## src/rtl/cpu_control_fsm_if.sv

```systemverilog
// Control-unit <-> datapath bundle: instruction opcode and ALU status in,
// program counter, datapath controls and status out.
interface cpu_control_fsm_if;
    logic [3:0]  opcode;
    logic        zero;
    logic [15:0] branch_offset;
    logic [15:0] pc;
    logic        reg_dst;
    logic        alu_src;
    logic        mem_to_reg;
    logic        reg_write;
    logic        mem_read;
    logic        mem_write;
    logic        branch;
    logic [1:0]  alu_op;
    logic        halted;
    logic        illegal_op;
    logic [15:0] instr_count;
    logic [2:0]  state;

    modport master (
        input  opcode, zero, branch_offset,
        output pc, reg_dst, alu_src, mem_to_reg, reg_write, mem_read, mem_write,
               branch, alu_op, halted, illegal_op, instr_count, state
    );

    modport slave (
        output opcode, zero, branch_offset,
        input  pc, reg_dst, alu_src, mem_to_reg, reg_write, mem_read, mem_write,
               branch, alu_op, halted, illegal_op, instr_count, state
    );
endinterface

```

## src/rtl/cpu_control_fsm.sv

```systemverilog
// Multi-cycle control unit for the 16-bit CPU: owns the PC, sequences one
// instruction at a time through FETCH/DECODE/EXEC/MEM/WB and drives datapath controls.
module cpu_control_fsm #(
    parameter logic [15:0] PC_STEP  = 16'd2,
    parameter logic [15:0] RESET_PC = 16'h0000
) (
    input  logic               i_clk,
    input  logic               i_rst,
    cpu_control_fsm_if.master  bus
);

    typedef enum logic [2:0] {
        S_FETCH  = 3'd0,
        S_DECODE = 3'd1,
        S_EXEC   = 3'd2,
        S_MEM    = 3'd3,
        S_WB     = 3'd4,
        S_HALT   = 3'd5
    } state_t;

    localparam logic [3:0] OP_RTYPE = 4'b0000;
    localparam logic [3:0] OP_ADDI  = 4'b0100;
    localparam logic [3:0] OP_LW    = 4'b1000;
    localparam logic [3:0] OP_SW    = 4'b1100;
    localparam logic [3:0] OP_BEQ   = 4'b1101;
    localparam logic [3:0] OP_HALT  = 4'b1111;

    typedef struct packed {
        logic       reg_dst;
        logic       alu_src;
        logic       mem_to_reg;
        logic       reg_write;
        logic       mem_read;
        logic       mem_write;
        logic       branch;
        logic [1:0] alu_op;
    } ctrl_t;

    state_t      r_state;
    logic [15:0] r_pc;
    logic [3:0]  r_opcode;
    logic [15:0] r_instr_count;
    ctrl_t       r_ctrl;
    logic        r_halted;

    logic        w_defined;
    logic [15:0] w_pc_seq;
    logic [15:0] w_pc_retire;

    // Control word to present while sitting in state s for opcode op.
    function automatic ctrl_t ctrl_for(state_t s, logic [3:0] op);
        ctrl_t c;
        c = '0;
        if (s inside {S_EXEC, S_MEM, S_WB}) begin
            case (op)
                OP_RTYPE:     begin c.reg_dst = 1'b1; c.alu_op = 2'b10; end
                OP_ADDI:      begin c.alu_src = 1'b1; c.alu_op = 2'b11; end
                OP_LW, OP_SW: begin c.alu_src = 1'b1; c.alu_op = 2'b00; end
                OP_BEQ:       begin c.alu_op = 2'b01; c.branch = (s == S_EXEC); end
                default:      c = '0;
            endcase
            c.reg_write  = (s == S_WB);
            c.mem_read   = (op == OP_LW) && (s inside {S_MEM, S_WB});
            c.mem_to_reg = (op == OP_LW) && (s == S_WB);
            c.mem_write  = (op == OP_SW) && (s == S_MEM);
        end
        return c;
    endfunction

    assign w_defined = bus.opcode inside {OP_RTYPE, OP_ADDI, OP_LW, OP_SW, OP_BEQ, OP_HALT};
    assign w_pc_seq  = r_pc + PC_STEP;

    // Only a BEQ retiring from EXEC with Zero set takes the branch target.
    assign w_pc_retire = (r_state == S_EXEC && r_opcode == OP_BEQ && bus.zero)
                         ? w_pc_seq + bus.branch_offset : w_pc_seq;

    // NOTE: every register here updates with <= so all next-state logic sees
    // the pre-edge values, independent of statement order inside the block.
    always_ff @(posedge i_clk) begin
        if (i_rst) begin
            r_state       <= S_FETCH;
            r_pc          <= RESET_PC;
            r_opcode      <= '0;
            r_instr_count <= '0;
            r_ctrl        <= '0;
            r_halted      <= 1'b0;
        end else begin
            case (r_state)
                S_FETCH: begin
                    r_state <= S_DECODE;
                    r_ctrl  <= '0;
                end
                S_DECODE: begin
                    r_opcode <= bus.opcode;
                    if (bus.opcode == OP_HALT) begin
                        r_state       <= S_HALT;
                        r_instr_count <= r_instr_count + 16'd1;
                        r_halted      <= 1'b1;
                        r_ctrl        <= '0;
                    end else if (w_defined) begin
                        r_state <= S_EXEC;
                        r_ctrl  <= ctrl_for(S_EXEC, bus.opcode);
                    end else begin
                        r_state <= S_FETCH;
                        r_pc    <= w_pc_seq;
                        r_ctrl  <= '0;
                    end
                end
                S_EXEC: begin
                    case (r_opcode)
                        OP_RTYPE, OP_ADDI: begin
                            r_state <= S_WB;
                            r_ctrl  <= ctrl_for(S_WB, r_opcode);
                        end
                        OP_LW, OP_SW: begin
                            r_state <= S_MEM;
                            r_ctrl  <= ctrl_for(S_MEM, r_opcode);
                        end
                        default: begin
                            r_state       <= S_FETCH;
                            r_pc          <= w_pc_retire;
                            r_instr_count <= r_instr_count + 16'd1;
                            r_ctrl        <= '0;
                        end
                    endcase
                end
                S_MEM: begin
                    if (r_opcode == OP_LW) begin
                        r_state <= S_WB;
                        r_ctrl  <= ctrl_for(S_WB, r_opcode);
                    end else begin
                        r_state       <= S_FETCH;
                        r_pc          <= w_pc_retire;
                        r_instr_count <= r_instr_count + 16'd1;
                        r_ctrl        <= '0;
                    end
                end
                S_WB: begin
                    r_state       <= S_FETCH;
                    r_pc          <= w_pc_retire;
                    r_instr_count <= r_instr_count + 16'd1;
                    r_ctrl        <= '0;
                end
                S_HALT: begin
                    r_halted <= 1'b1;
                    r_ctrl   <= '0;
                end
                default: begin
                    r_state  <= S_FETCH;
                    r_halted <= 1'b0;
                    r_ctrl   <= '0;
                end
            endcase
        end
    end

    assign bus.pc          = r_pc;
    assign bus.reg_dst     = r_ctrl.reg_dst;
    assign bus.alu_src     = r_ctrl.alu_src;
    assign bus.mem_to_reg  = r_ctrl.mem_to_reg;
    assign bus.reg_write   = r_ctrl.reg_write;
    assign bus.mem_read    = r_ctrl.mem_read;
    assign bus.mem_write   = r_ctrl.mem_write;
    assign bus.branch      = r_ctrl.branch;
    assign bus.alu_op      = r_ctrl.alu_op;
    assign bus.halted      = r_halted;
    assign bus.instr_count = r_instr_count;
    assign bus.state       = r_state;

    // Decoded from the live opcode so the pulse lands in the DECODE cycle itself.
    assign bus.illegal_op  = (r_state == S_DECODE) && !w_defined;

endmodule

```

## src/flat_wrapper.sv

```systemverilog
// flat-port wrapper written by rule: the top's interface ports become plain ports
module cpu_control_fsm_flat 
#(
    parameter logic [15:0] PC_STEP  = 16'd2,
    parameter logic [15:0] RESET_PC = 16'h0000
)
  (i_clk, i_rst, bus_opcode, bus_zero, bus_branch_offset, bus_pc, bus_reg_dst, bus_alu_src, bus_mem_to_reg, bus_reg_write, bus_mem_read, bus_mem_write, bus_branch, bus_alu_op, bus_halted, bus_illegal_op, bus_instr_count, bus_state);
  cpu_control_fsm_if bus_i ();
  input  logic i_clk;
  input  logic i_rst;
  input wire logic [$bits(bus_i.opcode)-1:0] bus_opcode;
  input wire logic [$bits(bus_i.zero)-1:0] bus_zero;
  input wire logic [$bits(bus_i.branch_offset)-1:0] bus_branch_offset;
  output wire logic [$bits(bus_i.pc)-1:0] bus_pc;
  output wire logic [$bits(bus_i.reg_dst)-1:0] bus_reg_dst;
  output wire logic [$bits(bus_i.alu_src)-1:0] bus_alu_src;
  output wire logic [$bits(bus_i.mem_to_reg)-1:0] bus_mem_to_reg;
  output wire logic [$bits(bus_i.reg_write)-1:0] bus_reg_write;
  output wire logic [$bits(bus_i.mem_read)-1:0] bus_mem_read;
  output wire logic [$bits(bus_i.mem_write)-1:0] bus_mem_write;
  output wire logic [$bits(bus_i.branch)-1:0] bus_branch;
  output wire logic [$bits(bus_i.alu_op)-1:0] bus_alu_op;
  output wire logic [$bits(bus_i.halted)-1:0] bus_halted;
  output wire logic [$bits(bus_i.illegal_op)-1:0] bus_illegal_op;
  output wire logic [$bits(bus_i.instr_count)-1:0] bus_instr_count;
  output wire logic [$bits(bus_i.state)-1:0] bus_state;
  assign bus_i.opcode = bus_opcode;
  assign bus_i.zero = bus_zero;
  assign bus_i.branch_offset = bus_branch_offset;
  assign bus_pc = bus_i.pc;
  assign bus_reg_dst = bus_i.reg_dst;
  assign bus_alu_src = bus_i.alu_src;
  assign bus_mem_to_reg = bus_i.mem_to_reg;
  assign bus_reg_write = bus_i.reg_write;
  assign bus_mem_read = bus_i.mem_read;
  assign bus_mem_write = bus_i.mem_write;
  assign bus_branch = bus_i.branch;
  assign bus_alu_op = bus_i.alu_op;
  assign bus_halted = bus_i.halted;
  assign bus_illegal_op = bus_i.illegal_op;
  assign bus_instr_count = bus_i.instr_count;
  assign bus_state = bus_i.state;
  cpu_control_fsm #(.PC_STEP(PC_STEP), .RESET_PC(RESET_PC)) u_core (.i_clk(i_clk), .i_rst(i_rst), .bus(bus_i));
endmodule
```

## config.mk

```make
export PLATFORM = sky130hd
export DESIGN_NAME = cpu_control_fsm_flat
export DESIGN_NICKNAME = d
export VERILOG_FILES = /design/src/rtl/cpu_control_fsm_if.sv /design/src/rtl/cpu_control_fsm.sv /design/src/flat_wrapper.sv
export SDC_FILE = /design/constraint.sdc
export NUM_CORES = 1
export LEC_CHECK = 0
export BUFFER_PORTS_ARGS = -buffer_cell sky130_fd_sc_hd__buf_2
export CELL_PAD_IN_SITES_DETAIL_PLACEMENT = 0
export CELL_PAD_IN_SITES_GLOBAL_PLACEMENT = 2
export CORE_MARGIN = 5
export CORE_UTILIZATION = 32
export DETAILED_ROUTE_END_ITERATION = 6
export HOLD_SLACK_MARGIN = 0.02
export PLACE_DENSITY = 0.78
export SYNTH_ARGS = -nofsm -noshare
export SYNTH_HDL_FRONTEND = slang
export SYNTH_SLANG_ARGS = --single-unit
```

## constraint.sdc

```tcl
create_clock -name i_clk -period 3 [get_ports i_clk]
set_input_delay 0.75 -clock i_clk [delete_from_list [all_inputs] [get_ports i_clk]]
set_output_delay 0.75 -clock i_clk [all_outputs]
set_load 0.02 [all_outputs]
```

==> flow_summary.ini <==
[status]
run_status = finished, final reports clean

[cells_and_area]
num_antenna_cells = 0
multi_input_area_mm2 = 0.00231
drive_above_1_share_pct = 22.3
seq_area_um2 = 985
finalNonFillerCells = 615
syn_to_final_growth_pct = 19.2
nFillCells = 1093
final_nets = 523

[clock_tree]
cts_root_buf = clkbuf_8
numCtsBuffers = 5
cts_tree = done
htree_levels = 2
insertion_delay_ns = 0.31
cts-hold-fix-buffers = 0
clk_pin_slew_worst_paths_ns = 0.09
cts_buffer_depth = 2
cts_sinks = 49
cts_setup_buffers = 0

[floorplanning]
core_area_mm2 = 0.0103
fp.dieH_um = 113
start_util_pct = 32.8
pin_count = 69
die_w_um = 113
die_area_mm2 = 0.0127
row_count = 37

[timing]
hold_viol_final = 0
skew_ns = 0.00951
post-route-period-util_pct = 92.0
rsz0062_at_grt = false
fin_setup_tns_ns = 0
fmax_mhz = 362
tightest_slew_ns = 0.603
finalSetupViolations = 0
slew_headroom_pct = 59.8
slew_viol_final = 0
finalCriticalPeriod_ns = 2.76

[global_route]
grtUsageTotal_pct = 14.9
grt.overflow.total = 0
grt_max_degree = 24
grt_pass1_wl_um = 15800
antenna_found_initial = 0
first_global_vias = 3092

[yosys]
ys_ff_latch = 49
synth_area_per_cell_um2 = 8.25
yosysWarnings = 0
synth_cell_type_count = 68
netlist_instances = 410
synth_nets = 455
async_reset_ff_share_pct = 0
synth_ff_type = dfxtp_1
syn_area_mm2 = 0.00338
seq_area_frac_synth_pct = 29.0
synth-edff-count = 0

[placement]
dp_cells = 607
portBuffers = 68
post-dp-hpwl_um = 7490
place_congestion = 0.779

[routing]
wl_per_cell_um = 15.8
first_iter_violations = 156
vias = 3208
post_drt_via_cell_ratio = 5.22
ant_nets = 0
drc_errors = 0
wl_um = 9710
firstDrtPassIters = 4

[setup_path]
critical_path_arrival_ns = 3.01
worstPathMaxFanout = 8
worstSetupStartpointType = flop
crit_type = flop to flop
required_ns = 3.25
critPathCaptureType = flop

[min_path]
hp-class = flop to flop

[power_and_ir_drop]
power.density_mw_per_mm2 = 396
ir_drop_v = 0.000199
p_leak_uw = 0.00173

[run]
drv_cap = 0
-- synthesized netlist by cell type, types with 11 or more instances --
| library cell | count | share of area [%] |
|---|---|---|
| nand2_1 | 30 | 3.3 |
| and4_1 | 11 | 2.8 |
| o21ai_0 | 18 | 2.7 |
| xor2_1 | 20 | 5.2 |
| nand3_1 | 19 | 2.8 |
| xnor2_1 | 15 | 3.9 |
| ha_1 | 21 | 7.8 |
| and3_1 | 11 | 2.0 |
| dfxtp_1 | 49 | 29 |
| nor2_1 | 44 | 4.9 |
| nand4_1 | 11 | 2.0 |
| a21oi_1 | 28 | 4.1 |
-- report_power, final --
group | internal, uW | switching, uW
logic | 145 | 224
registers | 675 | 36.5
clock network | 272 | 244
-- per-layer routing --
metal / vias to the layer above / track usage [%] / wire [um]
met4: 0 / 2.88 / 58
li1: 1658 / - / -
met5: - / 0 / 0
met1: 1499 / 20.4 / 4690
met3: 4 / 2.41 / 319
met2: 47 / 25.0 / 4640
-- kinds of logic (layout without fill, tap and decap cells) --
family                   Yosys count  after routing  share of synthesized area, %
flip-flops                        49             49                          29.0
multiplexers                       3              3                         0.925
XOR/XNOR                          35             35                          9.06
adder cells (fa/ha/maj)           22             22                          8.36
buffers and inverters             26             95                          3.29
AO/OA/AOI/OAI                    109            109                          22.8
AND/OR/NAND/NOR                  166            166                          26.6
-- cells in the final DEF, fill, tap and decap left out, types with 5 or more instances in the layout --
master | netlist | final
dfxtp_1 | 49 | 46
clkbuf_8 | 0 | 6
o21ai_0 | 18 | 18
and3_1 | 11 | 11
ha_1 | 21 | 20
a21oi_1 | 28 | 27
o21a_1 | 7 | 7
xor2_1 | 20 | 19
o21ai_1 | 7 | 7
and4_1 | 11 | 9
buf_2 | 4 | 68
nor2_1 | 44 | 44
nor4_1 | 5 | 5
nand3_1 | 19 | 19
buf_4 | 2 | 10
nand2_1 | 30 | 30
a31oi_1 | 8 | 8
xnor2_1 | 15 | 15
nor3_1 | 6 | 6
inv_1 | 9 | 9
nand4_1 | 11 | 11
-- path summary, 6_finish.rpt --
check | slack, ns | cells past startpoint | start | to
max | 0.24 | 11 | u_core.bus.pc[1]$_SDFFE_PP0P_ | u_core.bus.pc[15]$_SDFFE_PP0P_
min reg2reg | 0.48 | 2 | u_core.bus.pc[0]$_SDFFE_PP0P_ | u_core.bus.pc[0]$_SDFFE_PP0P_
min | 0.48 | 2 | u_core.bus.pc[0]$_SDFFE_PP0P_ | u_core.bus.pc[0]$_SDFFE_PP0P_
max reg2reg | 0.24 | 11 | u_core.bus.pc[1]$_SDFFE_PP0P_ | u_core.bus.pc[15]$_SDFFE_PP0P_
-- layout make-up --
cell class / count / share of cell area [%]
Inverter: 9 / 0.838
Multi-Input combinational cell: 335 / 57.2
Timing Repair Buffer: 78 / 10.3
Sequential cell: 49 / 24.4
Tap cell: 136 / 4.22
Clock buffer: 6 / 2.05
Clock inverter: 2 / 0.931
-- critical path: stages, from the launching register on --
cell	delay, ns
dfxtp_2	0.41
ha_2	0.25
and3_1	0.23
and3_1	0.23
xor2_2	0.20
ha_1	0.32
nand2_1	0.09
o21ai_0	0.14
a311o_1	0.36
a32o_1	0.24
o21bai_1	0.16
nand3_1	0.08
-- through the flow --
step,power (uW),area [um^2],utilization (%),hold WS [ns],setup WS (ns)
final,1600,4030,39.0,0.479,0.241
after global routing,1690,4030,39.0,0.504,0.0112
after CTS,1610,4010,38.9,0.483,0.00599
after detailed placement,1100,3890,37.7,0.470,0.0277
after global placement,1100,3890,37.7,0.462,0.0620
after floorplan,977,3380,-,0.467,0.351
-- repair_timing --
action,CTS,global route
hold endpoints to repair,0,0
resized for setup,0,8
setup endpoints to repair,0,5
Power figures use the tool's default switching activity.
